**config.mk**
```make
export PLATFORM = sky130hd
export DESIGN_NAME = mem_arbiter_flat
export DESIGN_NICKNAME = d
export VERILOG_FILES = /design/src/rtl/mem_arbiter_if.sv /design/src/rtl/mem_arbiter.sv /design/src/flat_wrapper.sv
export SDC_FILE = /design/constraint.sdc
export NUM_CORES = 1
export LEC_CHECK = 0
export ABC_AREA = 1
export CAP_MARGIN = 25
export CORE_ASPECT_RATIO = 1.2
export CORE_MARGIN = 2
export CORE_UTILIZATION = 42
export CTS_BUF_LIST = sky130_fd_sc_hd__clkbuf_2 sky130_fd_sc_hd__clkbuf_4 sky130_fd_sc_hd__clkbuf_8
export CTS_CLUSTER_DIAMETER = 120
export CTS_CLUSTER_SIZE = 10
export DETAILED_ROUTE_END_ITERATION = 10
export PLACE_DENSITY = 0.83
export SYNTH_ARGS = -nofsm -noshare
export SYNTH_HDL_FRONTEND = slang
export SYNTH_SLANG_ARGS = --single-unit
export TNS_END_PERCENT = 10
```
**constraint.sdc**
```tcl
create_clock -name clk -period 1.8 [get_ports clk]
set_input_delay 0.36 -clock clk [delete_from_list [all_inputs] [get_ports clk]]
set_output_delay 0.36 -clock clk [all_outputs]
set_load 0.1 [all_outputs]
```
**src/rtl/mem_arbiter_if.sv**
```systemverilog
// rtl/mem_arbiter_if.sv - requester and memory-side signal bundle for mem_arbiter
interface mem_arbiter_if #(
   parameter int AW = 8,
   parameter int DW = 32
);
   // Instruction fetch requester
   logic            i_req;
   logic [AW-1:0]   i_addr;
   logic            i_ack;
   logic [DW-1:0]   i_rdata;

   // Load/store requester
   logic            d_req;
   logic            d_we;
   logic [DW/8-1:0] d_be;
   logic [AW-1:0]   d_addr;
   logic [DW-1:0]   d_wdata;
   logic            d_ack;
   logic [DW-1:0]   d_rdata;

   // Single-ported word-addressed memory, synchronous read
   logic            mem_en;
   logic            mem_we;
   logic [DW/8-1:0] mem_be;
   logic [AW-3:0]   mem_addr;
   logic [DW-1:0]   mem_wdata;
   logic [DW-1:0]   mem_rdata;

   // Arbiter view
   modport slave (
      input  i_req, i_addr,
      output i_ack, i_rdata,
      input  d_req, d_we, d_be, d_addr, d_wdata,
      output d_ack, d_rdata,
      output mem_en, mem_we, mem_be, mem_addr, mem_wdata,
      input  mem_rdata
   );

   // Environment view: requesters plus memory
   modport master (
      output i_req, i_addr,
      input  i_ack, i_rdata,
      output d_req, d_we, d_be, d_addr, d_wdata,
      input  d_ack, d_rdata,
      input  mem_en, mem_we, mem_be, mem_addr, mem_wdata,
      output mem_rdata
   );
endinterface

```
**src/rtl/mem_arbiter.sv**
```systemverilog
// rtl/mem_arbiter.sv - round-robin fetch/load-store arbiter for a single-ported unified memory
module mem_arbiter #(
   parameter int AW = 8,
   parameter int DW = 32
) (
   input  logic         clk,
   input  logic         rst,
   mem_arbiter_if.slave bus,
   output logic         busy
);

   typedef enum logic [2:0] {
      S_IDLE,
      S_ISSUE_I,
      S_ISSUE_D,
      S_RESP_I,
      S_RESP_D
   } state_t;

   state_t state, state_nx;

   // 1 when the data side won the most recent grant, 0 when fetch did
   logic last_d;

   logic cand_i, cand_d;
   logic grant_i, grant_d;

   // Registered memory-side command, non-zero only during an ISSUE cycle
   logic            mem_en_q;
   logic            mem_we_q;
   logic [DW/8-1:0] mem_be_q;
   logic [AW-3:0]   mem_addr_q;
   logic [DW-1:0]   mem_wdata_q;

   // Remembers whether the in-flight data access is a store, so its ack returns zero data
   logic            d_we_q;

   // Last returned read data, held between acks
   logic [DW-1:0]   i_rdata_q;
   logic [DW-1:0]   d_rdata_q;

   logic [DW-1:0]   d_resp_data;

   // Byte-offset bits of both addresses are ignored for a word-addressed memory
   logic unused_addr_bits;
   assign unused_addr_bits = ^{bus.i_addr[1:0], bus.d_addr[1:0]};

   // State register
   always_ff @(posedge clk) begin
      if (rst) begin
         state <= S_IDLE;
      end else begin
         state <= state_nx;
      end
   end

   // Candidate selection, round-robin grant and next-state decode
   always_comb begin
      state_nx = state;
      cand_i   = 1'b0;
      cand_d   = 1'b0;
      grant_i  = 1'b0;
      grant_d  = 1'b0;

      // The requester being acked this cycle cannot be re-granted back-to-back
      case (state)
         S_IDLE: begin
            cand_i = bus.i_req;
            cand_d = bus.d_req;
         end
         S_RESP_I: cand_d = bus.d_req;
         S_RESP_D: cand_i = bus.i_req;
         default: ;
      endcase

      if (cand_i && cand_d) begin
         grant_i = last_d;
         grant_d = !last_d;
      end else begin
         grant_i = cand_i;
         grant_d = cand_d;
      end

      case (state)
         S_ISSUE_I: state_nx = S_RESP_I;
         S_ISSUE_D: state_nx = S_RESP_D;
         default: begin
            if (grant_i) begin
               state_nx = S_ISSUE_I;
            end else if (grant_d) begin
               state_nx = S_ISSUE_D;
            end else begin
               state_nx = S_IDLE;
            end
         end
      endcase
   end

   // Round-robin pointer follows every grant
   always_ff @(posedge clk) begin
      if (rst) begin
         last_d <= 1'b0;
      end else if (grant_i) begin
         last_d <= 1'b0;
      end else if (grant_d) begin
         last_d <= 1'b1;
      end
   end

   // Capture the granted request into the memory command registers; clear them otherwise
   always_ff @(posedge clk) begin
      if (rst) begin
         mem_en_q    <= 1'b0;
         mem_we_q    <= 1'b0;
         mem_be_q    <= '0;
         mem_addr_q  <= '0;
         mem_wdata_q <= '0;
      end else if (grant_i) begin
         mem_en_q    <= 1'b1;
         mem_we_q    <= 1'b0;
         mem_be_q    <= '1;
         mem_addr_q  <= bus.i_addr[AW-1:2];
         mem_wdata_q <= '0;
      end else if (grant_d) begin
         mem_en_q    <= 1'b1;
         mem_we_q    <= bus.d_we;
         mem_be_q    <= bus.d_be;
         mem_addr_q  <= bus.d_addr[AW-1:2];
         mem_wdata_q <= bus.d_wdata;
      end else begin
         mem_en_q    <= 1'b0;
         mem_we_q    <= 1'b0;
         mem_be_q    <= '0;
         mem_addr_q  <= '0;
         mem_wdata_q <= '0;
      end
   end

   // Store/load flag of the data access, kept until its response cycle
   always_ff @(posedge clk) begin
      if (rst) begin
         d_we_q <= 1'b0;
      end else if (grant_d) begin
         d_we_q <= bus.d_we;
      end
   end

   assign d_resp_data = d_we_q ? '0 : bus.mem_rdata;

   // Hold the most recently returned data so rdata stays stable between acks
   always_ff @(posedge clk) begin
      if (rst) begin
         i_rdata_q <= '0;
         d_rdata_q <= '0;
      end else begin
         if (state == S_RESP_I) begin
            i_rdata_q <= bus.mem_rdata;
         end
         if (state == S_RESP_D) begin
            d_rdata_q <= d_resp_data;
         end
      end
   end

   assign bus.mem_en    = mem_en_q;
   assign bus.mem_we    = mem_we_q;
   assign bus.mem_be    = mem_be_q;
   assign bus.mem_addr  = mem_addr_q;
   assign bus.mem_wdata = mem_wdata_q;

   assign bus.i_ack   = (state == S_RESP_I);
   assign bus.d_ack   = (state == S_RESP_D);
   assign bus.i_rdata = (state == S_RESP_I) ? bus.mem_rdata : i_rdata_q;
   assign bus.d_rdata = (state == S_RESP_D) ? d_resp_data   : d_rdata_q;

   assign busy = (state != S_IDLE);

endmodule

```
**src/flat_wrapper.sv**
```systemverilog
// flat-port wrapper written by rule: the top's interface ports become plain ports
module mem_arbiter_flat 
#(
   parameter int AW = 8,
   parameter int DW = 32
)
  (clk, rst, busy, bus_i_req, bus_i_addr, bus_i_ack, bus_i_rdata, bus_d_req, bus_d_we, bus_d_be, bus_d_addr, bus_d_wdata, bus_d_ack, bus_d_rdata, bus_mem_en, bus_mem_we, bus_mem_be, bus_mem_addr, bus_mem_wdata, bus_mem_rdata);
  mem_arbiter_if #(.AW(AW), .DW(DW)) bus_i ();
  input  logic clk;
  input  logic rst;
  output logic busy;
  input wire logic [$bits(bus_i.i_req)-1:0] bus_i_req;
  input wire logic [$bits(bus_i.i_addr)-1:0] bus_i_addr;
  output wire logic [$bits(bus_i.i_ack)-1:0] bus_i_ack;
  output wire logic [$bits(bus_i.i_rdata)-1:0] bus_i_rdata;
  input wire logic [$bits(bus_i.d_req)-1:0] bus_d_req;
  input wire logic [$bits(bus_i.d_we)-1:0] bus_d_we;
  input wire logic [$bits(bus_i.d_be)-1:0] bus_d_be;
  input wire logic [$bits(bus_i.d_addr)-1:0] bus_d_addr;
  input wire logic [$bits(bus_i.d_wdata)-1:0] bus_d_wdata;
  output wire logic [$bits(bus_i.d_ack)-1:0] bus_d_ack;
  output wire logic [$bits(bus_i.d_rdata)-1:0] bus_d_rdata;
  output wire logic [$bits(bus_i.mem_en)-1:0] bus_mem_en;
  output wire logic [$bits(bus_i.mem_we)-1:0] bus_mem_we;
  output wire logic [$bits(bus_i.mem_be)-1:0] bus_mem_be;
  output wire logic [$bits(bus_i.mem_addr)-1:0] bus_mem_addr;
  output wire logic [$bits(bus_i.mem_wdata)-1:0] bus_mem_wdata;
  input wire logic [$bits(bus_i.mem_rdata)-1:0] bus_mem_rdata;
  assign bus_i.i_req = bus_i_req;
  assign bus_i.i_addr = bus_i_addr;
  assign bus_i_ack = bus_i.i_ack;
  assign bus_i_rdata = bus_i.i_rdata;
  assign bus_i.d_req = bus_d_req;
  assign bus_i.d_we = bus_d_we;
  assign bus_i.d_be = bus_d_be;
  assign bus_i.d_addr = bus_d_addr;
  assign bus_i.d_wdata = bus_d_wdata;
  assign bus_d_ack = bus_i.d_ack;
  assign bus_d_rdata = bus_i.d_rdata;
  assign bus_mem_en = bus_i.mem_en;
  assign bus_mem_we = bus_i.mem_we;
  assign bus_mem_be = bus_i.mem_be;
  assign bus_mem_addr = bus_i.mem_addr;
  assign bus_mem_wdata = bus_i.mem_wdata;
  assign bus_i.mem_rdata = bus_mem_rdata;
  mem_arbiter #(.AW(AW), .DW(DW)) u_core (.clk(clk), .rst(rst), .bus(bus_i), .busy(busy));
endmodule
```
# == After elaboration in Yosys (flattened, before gate mapping) ==
# Index checks and enable logic that the tools add are counted.
# word_totals
ff_bits,113
out_inout_bits,111
elab_cells,39
# op_classes
n_eq_ne,4
muxes,16
bitwise_logic,1
n_reduce_logical,8
# op_table
operator,count
$mux 32,3
$mux 6,2
$mux 4,2
$eq 3x2->1 const B,2
$mux 1,6
$pmux 3 s2,1
$reduce_or 2->1,3
$eq 3x1->1 const B,1
$eq 3x3->1 const B,1
$logic_not 3->1,1
$mux 3,1
$reduce_bool 3->1,1
$reduce_or 3->1,1
$mux 2,1
$logic_and 1x1->1,1
$logic_not 1->1,1
$not 1->1,1

# == Longest topological paths before layout ==
# Gate-level depths: netlist of the first run.
# logic_depth
ltp_word,8
depth_mapped,7
ltp_nobuf,7

# == Least setup slack after synthesis of the first run ==
# OpenSTA, ideal clock, no wires.
# synth_timing
path_kind,register to output
start,register u_core.state[0]
end,output port bus_i_rdata[22]
arrival_ps,2046
setup_slack_ps,-606
path_stages_with_launch,7
path_buffers,1
path_cell_list,dfxtp_1 > nand3_2 > inv_1 > clkbuf_2 > or2_2 > o21ai_0 > inv_1
# synth_via
elab_chain_cells,2
# synth_rtl
element,line_no,rtl
start: declaration,mem_arbiter.sv:20,"state_t state, state_nx;"
start signal: assignment,mem_arbiter.sv:53,state <= state_nx;
$eq 3x2->1,n/a,
net bus_i_ack,flat_wrapper.sv:14,output wire logic [$bits(bus_i.i_ack)-1:0] bus_i_ack;
$mux 32,mem_arbiter.sv:173,assign bus.i_rdata = (state == S_RESP_I) ? bus.mem_rdata : i_rdata_q;
end: declaration,flat_wrapper.sv:15,output wire logic [$bits(bus_i.i_rdata)-1:0] bus_i_rdata;
# The timed path passes the listed nets, and every way through them passes these cells.

# == Final worst setup path of the first run ==
# layout_timing
start,register u_core.state[0]
end,output port bus_d_rdata[15]
# layout_via
elab_chain_cells,2
# layout_rtl
element,line_no,rtl
$eq 3x3->1,mem_arbiter.sv:174,assign bus.d_rdata = (state == S_RESP_D) ? d_resp_data : d_rdata_q;
$mux 32,mem_arbiter.sv:174,
end: declaration,flat_wrapper.sv:22,output wire logic [$bits(bus_i.d_rdata)-1:0] bus_d_rdata;
# Every way passes these cells.

==> run_results.csv, run 1 <==
group,metric,value,unit
setup_path,cp.arrival,1.84,ns
setup_path,endpoint,"bus_d_rdata[15]",
clock_tree,path_clk_slew,0.08,ns
placed_design,dp_cells,865,
logic_synthesis,synth_top_area_cell,"dfxtp_1",
outcome,status,"finished, violations left",
clock_tree,cts_tree,"built",
placed_design,place_congestion,0.813,
global_routing,grt_max_degree,41,
setup_path,slowest_delay,0.37,ns
drt,drc,0,
timing,period_minus_slack,2.20,ns
timing,layout_setup_ws,-0.405,ns
cells_and_area,layout-drive-gt1-share,50.5,%
setup_path,end_kind,"primary output",
setup_path,critical_path.startpoint_type,"flop",
floorplan,die_area,10600,um2
floorplan,rows,39,
timing,finClkSkew,0.0173,ns
logic_synthesis,synth_fa_ha_area_share,0,%
timing,finalHoldViolations,0,
cells_and_area,area.sequential,2270,um2
drt,wl_per_cell,23.0,um
cells_and_area,layout.cells.non_filler,907,
global_routing,grt_overflow_total,0,
logic_synthesis,yosysWarnings,0,
logic_synthesis,synth_top_area_share,55.1,%
power,p_total,9.81,mW
floorplan,core_area,9520,um2
clock_tree,numCtsBuffers,17,
clock_tree,clock_latency,0.44,ns
logic_synthesis,synthesis.nets,613,
drt,antenna_left,0,
cells_and_area,final_core_util,91.9,%
logic_synthesis,synth_cell_types,22,
logic_synthesis,synth_compound_area_share,8.91,%
setup_path,path_delay_family,"buffers and inverters",
logic_synthesis,synth_area,4100,um2
logic_synthesis,synth_flop_cell,"dfxtp_1",
timing,rsz0062_at_grt,"true",
min_path,worstHoldStart,"u_core.state[2]$_SDFF_PP0_",
cells_and_area,layout.nets,860,
timing,fin_crit_sh,122,%
drt,wirelength,20800,um
clock_tree,cts_max_path_buffers,2,
logic_synthesis,synthSimpleGateAreaFrac,26.3,%
logic_synthesis,synth_commonest_cells,"113 x dfxtp_1, 84 x nand2_1, 70 x inv_1",
floorplan,io_pins,200,
setup_path,slowest_stage,"dfxtp_4",
flow_run,drv_cap,0,
timing,maxSlewViolCount,0,
setup_path,rrSetupSlack,-0.19,ns
setup_path,cpMostUsedCell,"buf_12",
power,total_leakage_power,3.97,nW
drt,vias_per_cell,5.40,
global_routing,grt_pass1_wl,28100,um
setup_path,worst-path-max-fanout,8,
timing,slew_headroom,68.7,%
setup_path,crit_type,"reg2out",
global_routing,first_global_vias,5222,
logic_synthesis,synth.area.top_cells,"dfxtp_1 55%, nand2_1 7.7%, inv_1 6.4%",
logic_synthesis,synth.most_common_cell,"dfxtp_1",
logic_synthesis,yosys.area_share.xor_xnor,0,%
setup_path,crit_path_start,"u_core.state[0]$_SDFF_PP0_",
cells_and_area,area_growth,113,%
setup_path,reg2reg_depth,8,
timing,finalSetupViolCount,78,
setup_path,r2r_start,"u_core.state[2]$_SDFF_PP0_",
logic_synthesis,synth-edff-count,0,
setup_path,crit_buf_inv,5,
drt,firstDrtPassIters,5,
floorplan,fp.dieH,112,um
logic_synthesis,synth_top_family_by_area,"simple AND/OR/NAND/NOR gates",
logic_synthesis,synth_async_sr_flop_share,0,%
cells_and_area,n_antenna_cell,0,
global_routing,grt_antenna_before_repair,0,
logic_synthesis,ys_ff_latch,113,
setup_path,crit_chain,"nor2_4 > inv_2 > nor2_4 > buf_12 > buf_12 > clkinv_16 > nand2_1 > nand2_2 > buf_12",
drt,num_vias,4902,
floorplan,initial_core_util,43.1,%
setup_path,worstSetupPathDepth,9,
outcome,failed_checks,"negative setup slack",
drt,dr.first_iter.drc_count,351,
clock_tree,clockRootBuffer,"clkbuf_8",
placed_design,io_buffers,195,
timing,tightestPinTransition,0.469,ns
logic_synthesis,synthMuxAreaShare,0,%
setup_path,worst_r2r_endpoint,"u_core.bus.mem_addr[0]$_SDFF_PP0_",
placed_design,place_hpwl,11000,um
logic_synthesis,syn_area_per_cell,7.83,um2
power,power_density,1120,nW/um2
min_path,holdPathStages,1,
timing,fmax,454,MHz
logic_synthesis,netlist_instances,524,
min_path,hp-class,"reg2reg",
power,ir_drop,0.000968,V
timing,finalSetupTns,-22.69,ns
floorplan,die_w,94.2,um
clock_tree,cts.sinks,113,
clock_tree,ctsHtreeMaxLevel,4,
logic_synthesis,synth_seq_area_share,55.1,%
setup_path,required,1.44,ns
global_routing,grt_usage,35.5,%
cells_and_area,n_fill_cell,312,
cells_and_area,multi_input_area,1910,um2
==> final cells by class <==
| class | instances | area share [%] |
|---|---|---|
| sequential | 113 | 26.0 |
| clock buffer | 22 | 3.32 |
| timing repair buffer | 254 | 41.2 |
| inverter | 73 | 3.55 |
| tap | 123 | 1.76 |
| timing repair inverter | 2 | 0.315 |
| multi-input combinational | 310 | 21.8 |
| clock inverter | 10 | 2.06 |
==> flip-flops by register name (all words and copies together) (netlist names) <==
signal,count
u_core.bus.mem_en,1
u_core.bus.mem_addr,6
u_core.bus.mem_be,4
u_core.d_we_q,1
u_core.last_d,1
u_core.state,3
u_core.i_rdata_q,32
u_core.bus.mem_wdata,32
u_core.d_rdata_q,32
u_core.bus.mem_we,1
==> where the power goes <==
| part | switching, mW | total [mW] | internal, mW | leakage [nW] |
|---|---|---|---|---|
| Sequential | 0.131 | 2.81 | 2.68 | 0.920 |
| Clock | 1.09 | 2.87 | 1.78 | 0.236 |
| Combinational | 2.66 | 4.12 | 1.47 | 2.81 |
==> cells by family after synthesis <==
kind of cell / after synthesis
compound gates: 73
buf+inv: 101
flops: 113
simple gates: 237
==> how the worst min path moves through the flow <==
stage               slack [ns]                    endpoint
floorplan                 0.41  u_core.state[2]$_SDFF_PP0_
global placement          0.42  u_core.state[2]$_SDFF_PP0_
detailed placement        0.43  u_core.state[2]$_SDFF_PP0_
CTS                       0.41  u_core.state[2]$_SDFF_PP0_
global route              0.45  u_core.state[2]$_SDFF_PP0_
finish                    0.44  u_core.state[2]$_SDFF_PP0_
==> placed cells by master, fill, tap and decap left out <==
cell,instances
clkbuf_8,20
clkinvlp_4,4
nand3b_1,6
nor2_1,67
nand3_1,22
dfxtp_4,2
inv_4,1
bufinv_16,5
nand3_2,17
dfxtp_2,1
clkinv_2,3
nor2_2,1
clkinv_16,1
clkinv_1,1
clkbuf_16,1
clkbuf_4,2
nand2_2,56
a21oi_1,40
or2_4,8
buf_2,1
inv_12,1
buf_12,116
inv_1,36
nand2_4,9
dfxtp_1,110
inv_2,32
inv_8,1
o21ai_4,2
nand2_1,21
buf_4,47
nand4_2,1
clkdlybuf4s50_1,83
nand3_4,2
nor4_1,1
buf_6,6
o21ai_2,30
nor2_4,2
or2_2,24
o21ai_0,1
==> layer usage <==
| metal | vias up | global-route usage (%) | wire [um] |
|---|---|---|---|
| li1 | 2122 | - | - |
| met1 | 2333 | 34.7 | 6770 |
| met2 | 342 | 63.2 | 10900 |
| met3 | 105 | 14.0 | 1800 |
| met4 | 0 | 18.8 | 1370 |
| met5 | - | 0 | 0 |
==> worst register-to-register path: cells and delay by family (launching register included) <==
kind	cells	cell delay (ns)
flip-flops	1	0.34
AND/OR/NAND/NOR	6	1.24
buffers and inverters	2	0.33
==> metrics by stage <==
| step | instance area (um2) | hold WS, ns | worst slack, ns |
|---|---|---|---|
| 6_report | 8750 | 0.439 | -0.405 |
| 2_1_floorplan | 4180 | 0.412 | -0.195 |
| 3_3_place_gp | 7640 | 0.423 | -0.0534 |
| 4_1_cts | 8510 | 0.409 | -0.332 |
| 3_5_place_dp | 7640 | 0.426 | -0.148 |
| 5_1_grt | 8750 | 0.449 | -0.488 |
==> timing repair <==
| item | 4_1_cts | 5_1_grt |
|---|---|---|
| gates resized for setup | 142 | 61 |
| setup buffers | 5 | 3 |
| pin swaps | 16 | 8 |
| endpoints found under the setup margin | 65 | 79 |
| hold buffers | 0 | 0 |
| cloned | 1 | 3 |
No activity file was read; power rests on OpenSTA's default activity.
==> run 2: changes to the inputs <==
- REMOVE_ABC_BUFFERS: default -> 1
==> run_results.csv, run 2 (same netlist as run 1, synthesis figures left out) <==
group,metric,value,unit
cells_and_area,n_antenna_cell,0,
global_routing,grt_antenna_before_repair,0,
placed_design,place_congestion,0.785,
cells_and_area,layout.nets,823,
cells_and_area,fin_area,8220,um2
setup_path,worst-path-max-fanout,13,
floorplan,die_w,94.2,um
cells_and_area,area_growth,100,%
power,power_frac_clock,29.9,%
global_routing,grt_busiest_layer,"met2",
floorplan,rows,39,
drt,vias_per_cell,5.17,
timing,slew_headroom,74.9,%
cells_and_area,layout.cells.non_filler,870,
placed_design,io_buffers,195,
cells_and_area,layout-drive-gt1-share,40.6,%
clock_tree,numCtsBuffers,17,
clock_tree,clock_latency,0.43,ns
timing,holdWs,0.438,ns
cells_and_area,mostFrequentLayoutCell,"buf_12",
timing,tightestPinTransition,0.376,ns
floorplan,fp.dieH,112,um
placed_design,pre_cts_ws,-0.000204,ns
power,total_leakage_power,3.83,nW
power,pwr-share-seq,29.5,%
setup_path,end_kind,"primary output",
floorplan,io_pins,200,
flow_run,drv_cap,0,
global_routing,grt_pass1_wl,25700,um
power,pwr-share-comb,40.6,%
clock_tree,cts_tree,"built",
global_routing,first_global_vias,4921,
global_routing,use_met3,11.4,%
global_routing,grt_usage,32.4,%
drt,antenna_left,0,
floorplan,core_area,9520,um2
timing,finalSetupTns,-21.09,ns
drt,wl_per_cell,19.5,um
drt,wirelength,17000,um
drt,drc,0,
power,p_int,5.78,mW
timing,layout_setup_ws,-0.402,ns
outcome,failed_checks,"negative setup slack",
timing,finalSetupViolCount,65,
cells_and_area,final_core_util,86.4,%
timing,maxSlewViolCount,0,
setup_path,crit_type,"reg2out",
placed_design,place_hpwl,10700,um
cells_and_area,layout_common_cells,"114 x buf_12, 110 x dfxtp_1, 83 x clkdlybuf4s50_1, 67 x nor2_1, 52 x inv_1",
global_routing,grt_max_degree,74,
placed_design,dp_cells,832,
global_routing,grt_overflow_total,0,
clock_tree,cts.sinks,113,
drt,dr.first_iter.drc_count,282,
setup_path,cp.arrival,1.84,ns
power,p_total,9.47,mW
setup_path,critical_path.startpoint_type,"flop",
timing,fmax,454,MHz
clock_tree,path_clk_slew,0.07,ns
global_routing,grtUsageMet2,59.0,%
placed_design,place_area,7350,um2
power,swShare,39.0,%
clock_tree,cts_max_path_buffers,2,
power,power_density,1150,nW/um2
timing,fin_crit_sh,122,%
floorplan,die_area,10600,um2
setup_path,required,1.44,ns
power,ir_drop,0.000919,V
min_path,hp-class,"reg2reg",
drt,num_vias,4497,
timing,finalHoldViolations,0,
global_routing,met1_usage,31.8,%
drt,firstDrtPassIters,4,
clock_tree,clockRootBuffer,"clkbuf_8",
timing,rsz0062_at_grt,"true",
timing,period_minus_slack,2.20,ns
clock_tree,ctsHtreeMaxLevel,4,
timing,finClkSkew,0.0132,ns
outcome,status,"finished, violations left",
power,p_sw,3.69,mW
floorplan,initial_core_util,43.1,%
[run 2: cell types whose count changed in the layout (fill, tap and decap cells not counted), moves of 9 or more]
cell	change
nand2_2	-18
o21ai_1	+10
o21ai_2	-15
nand2_1	+27
inv_2	-12
inv_1	+16
buf_4	-34
nand2_4	-9
[run 2: final timing paths]
check	start	end	slack, ns	cells past startpoint
hold / removal	u_core.state[2]$_SDFF_PP0_	u_core.state[2]$_SDFF_PP0_	0.44	1
setup / recovery	u_core.state[1]$_SDFF_PP0_	bus_d_rdata[18]	-0.40	8
setup reg to reg	u_core.state[2]$_SDFF_PP0_	u_core.bus.mem_wdata[18]$_SDFF_PP0_	0.01	7
hold reg to reg	u_core.state[2]$_SDFF_PP0_	u_core.state[2]$_SDFF_PP0_	0.44	1
[run 2: power by group through the flow]
stage / clock, mW / combinational [mW] / sequential, mW
after floorplan: 0 / 1.54 / 3.37
final: 2.83 / 3.84 / 2.80
after global placement: 0 / 3.55 / 2.82
after global routing: 2.95 / 3.95 / 2.80
after CTS: 2.84 / 3.77 / 2.79
after detailed placement: 0 / 3.63 / 2.83
[run 2: cell type report]
type | count | area, um2
Clock inverter | 10 | 181
Tap cell | 123 | 154
Fill cell | 456 | 1300
Sequential cell | 113 | 2270
Timing Repair Buffer | 219 | 3330
Multi-Input combinational cell | 310 | 1720
Clock buffer | 22 | 284
Inverter | 73 | 274
[run 2: worst max-delay path, cell delays in order, from the launching register on]
cell and delay (ns):
dfxtp_2 0.35, nor2_4 0.12, inv_2 0.06, nor2_4 0.15, buf_4 0.16, buf_12 0.15
nand3_1 0.13, nand2_2 0.12, buf_12 0.17
[run 2: per-layer routing]
layer,wire length (um),share of wire [%]
met1,5600,33
met2,9160,54
met3,1520,8.9
met4,707,4.2
met5,0,0
[run 2: timing repair]
action	4_1_cts	5_1_grt
hold buffers	0	0
endpoints found under the setup margin	65	112
gates cloned	2	0
pin swaps	2	6
gates resized for setup	81	54
setup buffers	4	0
==> run 3: changes to the inputs <==
- clock period: 1.8 -> 2.15 ns (I/O delays scaled with it)
==> run_results.csv, run 3 (same netlist as run 1, synthesis figures left out) <==
group,metric,value,unit
outcome,status,"finished, violations left",
outcome,failed_checks,"negative setup slack",
timing,finalSetupViolCount,41,
global_routing,grt_max_degree,74,
cells_and_area,layout-drive-gt1-share,45.3,%
drt,firstDrtPassIters,4,
placed_design,io_buffers,195,
drt,num_vias,4266,
timing,layout_setup_ws,-0.0701,ns
timing,finalHoldViolations,0,
timing,slew_headroom,70.7,%
power,ir_drop,0.000848,V
drt,wl_per_cell,16.2,um
min_path,holdPathStages,1,
global_routing,first_global_vias,4782,
setup_path,slowest_delay,0.36,ns
global_routing,grt_overflow_total,0,
floorplan,die_w,94.2,um
cells_and_area,layout.nets,816,
drt,vias_per_cell,4.95,
timing,fmax,450,MHz
clock_tree,clock_latency,0.42,ns
floorplan,initial_core_util,43.1,%
timing,finClkSkew,0.00987,ns
floorplan,fp.dieH,112,um
clock_tree,ctsHtreeMaxLevel,4,
setup_path,end_kind,"primary output",
drt,dr.first_iter.drc_count,182,
drt,antenna_left,0,
cells_and_area,mostFrequentLayoutCell,"dfxtp_1",
drt,drc,0,
placed_design,place_hpwl,9020,um
cells_and_area,area_growth,87.8,%
clock_tree,numCtsBuffers,17,
floorplan,io_pins,200,
floorplan,die_area,10600,um2
clock_tree,path_clk_slew,0.07,ns
cells_and_area,final_core_util,81.0,%
drt,wirelength,13900,um
timing,period_minus_slack,2.22,ns
setup_path,critical_path.startpoint_type,"flop",
power,power_density,979,nW/um2
timing,tightestPinTransition,0.438,ns
setup_path,required,1.72,ns
clock_tree,cts.sinks,113,
setup_path,reg2reg_depth,7,
setup_path,worst-path-max-fanout,32,
setup_path,slowest_stage,"dfxtp_4",
timing,fin_crit_sh,103,%
clock_tree,cts_hold_buffers,0,
clock_tree,cts_max_path_buffers,2,
power,total_leakage_power,3.62,nW
setup_path,crit_chain,"nor2_4 > inv_2 > nor2_4 > buf_6 > buf_12 > inv_16 > nand2_1 > nand2_2 > buf_12",
timing,maxSlewViolCount,0,
flow_run,drv_cap,0,
cells_and_area,n_antenna_cell,0,
global_routing,grt_antenna_before_repair,0,
timing,rsz0062_at_grt,"true",
global_routing,grt_pass1_wl,22400,um
global_routing,grt_usage,27.3,%
clock_tree,cts_tree,"built",
placed_design,place_congestion,0.790,
clock_tree,clockRootBuffer,"clkbuf_8",
placed_design,pre_cts_ws,0.0933,ns
floorplan,rows,39,
setup_path,crit_type,"reg2out",
floorplan,core_area,9520,um2
setup_path,cp.arrival,1.79,ns
min_path,hp-class,"reg2reg",
cells_and_area,layout_common_cells,"110 x dfxtp_1, 83 x clkdlybuf4s50_1, 71 x buf_12, 67 x nor2_1, 55 x nand2_2",
run 3: cell count changes in the layout (fill, tap and decap cells not counted), moves of 6 or more:
cell	previous run	this run
inv_2	20	34
buf_12	114	71
nand2_1	48	31
inv_1	52	36
nand3_1	19	28
nand2_2	38	55
o21ai_1	10	0
o21ai_2	15	31
o21ai_0	7	1
nand3_2	22	10
buf_4	13	51
run 3: critical path, delay by kind of cell, from the launching register on:
kind | cells | cell delay, ns
buf+inv | 5 | 0.59
simple gates | 4 | 0.41
flops | 1 | 0.36
run 3: metrics by stage:
stage / cells / setup TNS (ns) / total power [mW] / cell area, um2 / hold WS [ns]
2_1_floorplan: 496 / -53.45 / 4.11 / 3980 / 0.412
3_3_place_gp: 825 / 0 / 5.08 / 6720 / 0.424
3_5_place_dp: 825 / 0 / 5.13 / 6720 / 0.437
4_1_cts: 863 / -5.21 / 7.49 / 7550 / 0.417
5_1_grt: 862 / -6.81 / 7.77 / 7700 / 0.459
6_report: 862 / -1.34 / 7.54 / 7700 / 0.442
run 3: power breakdown:
part | switching (mW) | internal, mW
registers | 0.0582 | 2.24
clock network | 0.846 | 1.39
logic | 2.06 | 0.940
total | 2.97 | 4.57
run 3: cell type report:
cell class | count | area [um2]
Multi-Input combinational cell | 310 | 1810
Tap cell | 123 | 154
Clock inverter | 9 | 154
Sequential cell | 113 | 2270
Clock buffer | 22 | 297
Timing Repair Buffer | 212 | 2730
Fill cell | 541 | 1810
Inverter | 73 | 293
run 3: worst paths after layout:
kind / startpoint / end / slack, ns
max: u_core.state[1]$_SDFF_PP0_ / bus_d_rdata[25] / -0.07
min: u_core.state[2]$_SDFF_PP0_ / u_core.state[2]$_SDFF_PP0_ / 0.44
max reg2reg: u_core.state[0]$_SDFF_PP0_ / u_core.bus.mem_addr[5]$_SDFF_PP0_ / 0.15
min reg2reg: u_core.state[2]$_SDFF_PP0_ / u_core.state[2]$_SDFF_PP0_ / 0.44
run 3: repair_timing:
item	4_1_cts	5_1_grt
buffers inserted	6	0
pin swaps	12	4
cloned	1	0
gates resized for setup	106	94
endpoints found under the setup margin	64	66
run 3: per-layer routing:
layer / vias to the layer above / track usage (%) / part of all wire, %
li1: 2031 / - / -
met1: 2002 / 26.8 / 35
met2: 203 / 50.8 / 55
met3: 30 / 10.3 / 8.2
met4: 0 / 10.8 / 2.3
met5: - / 0 / 0
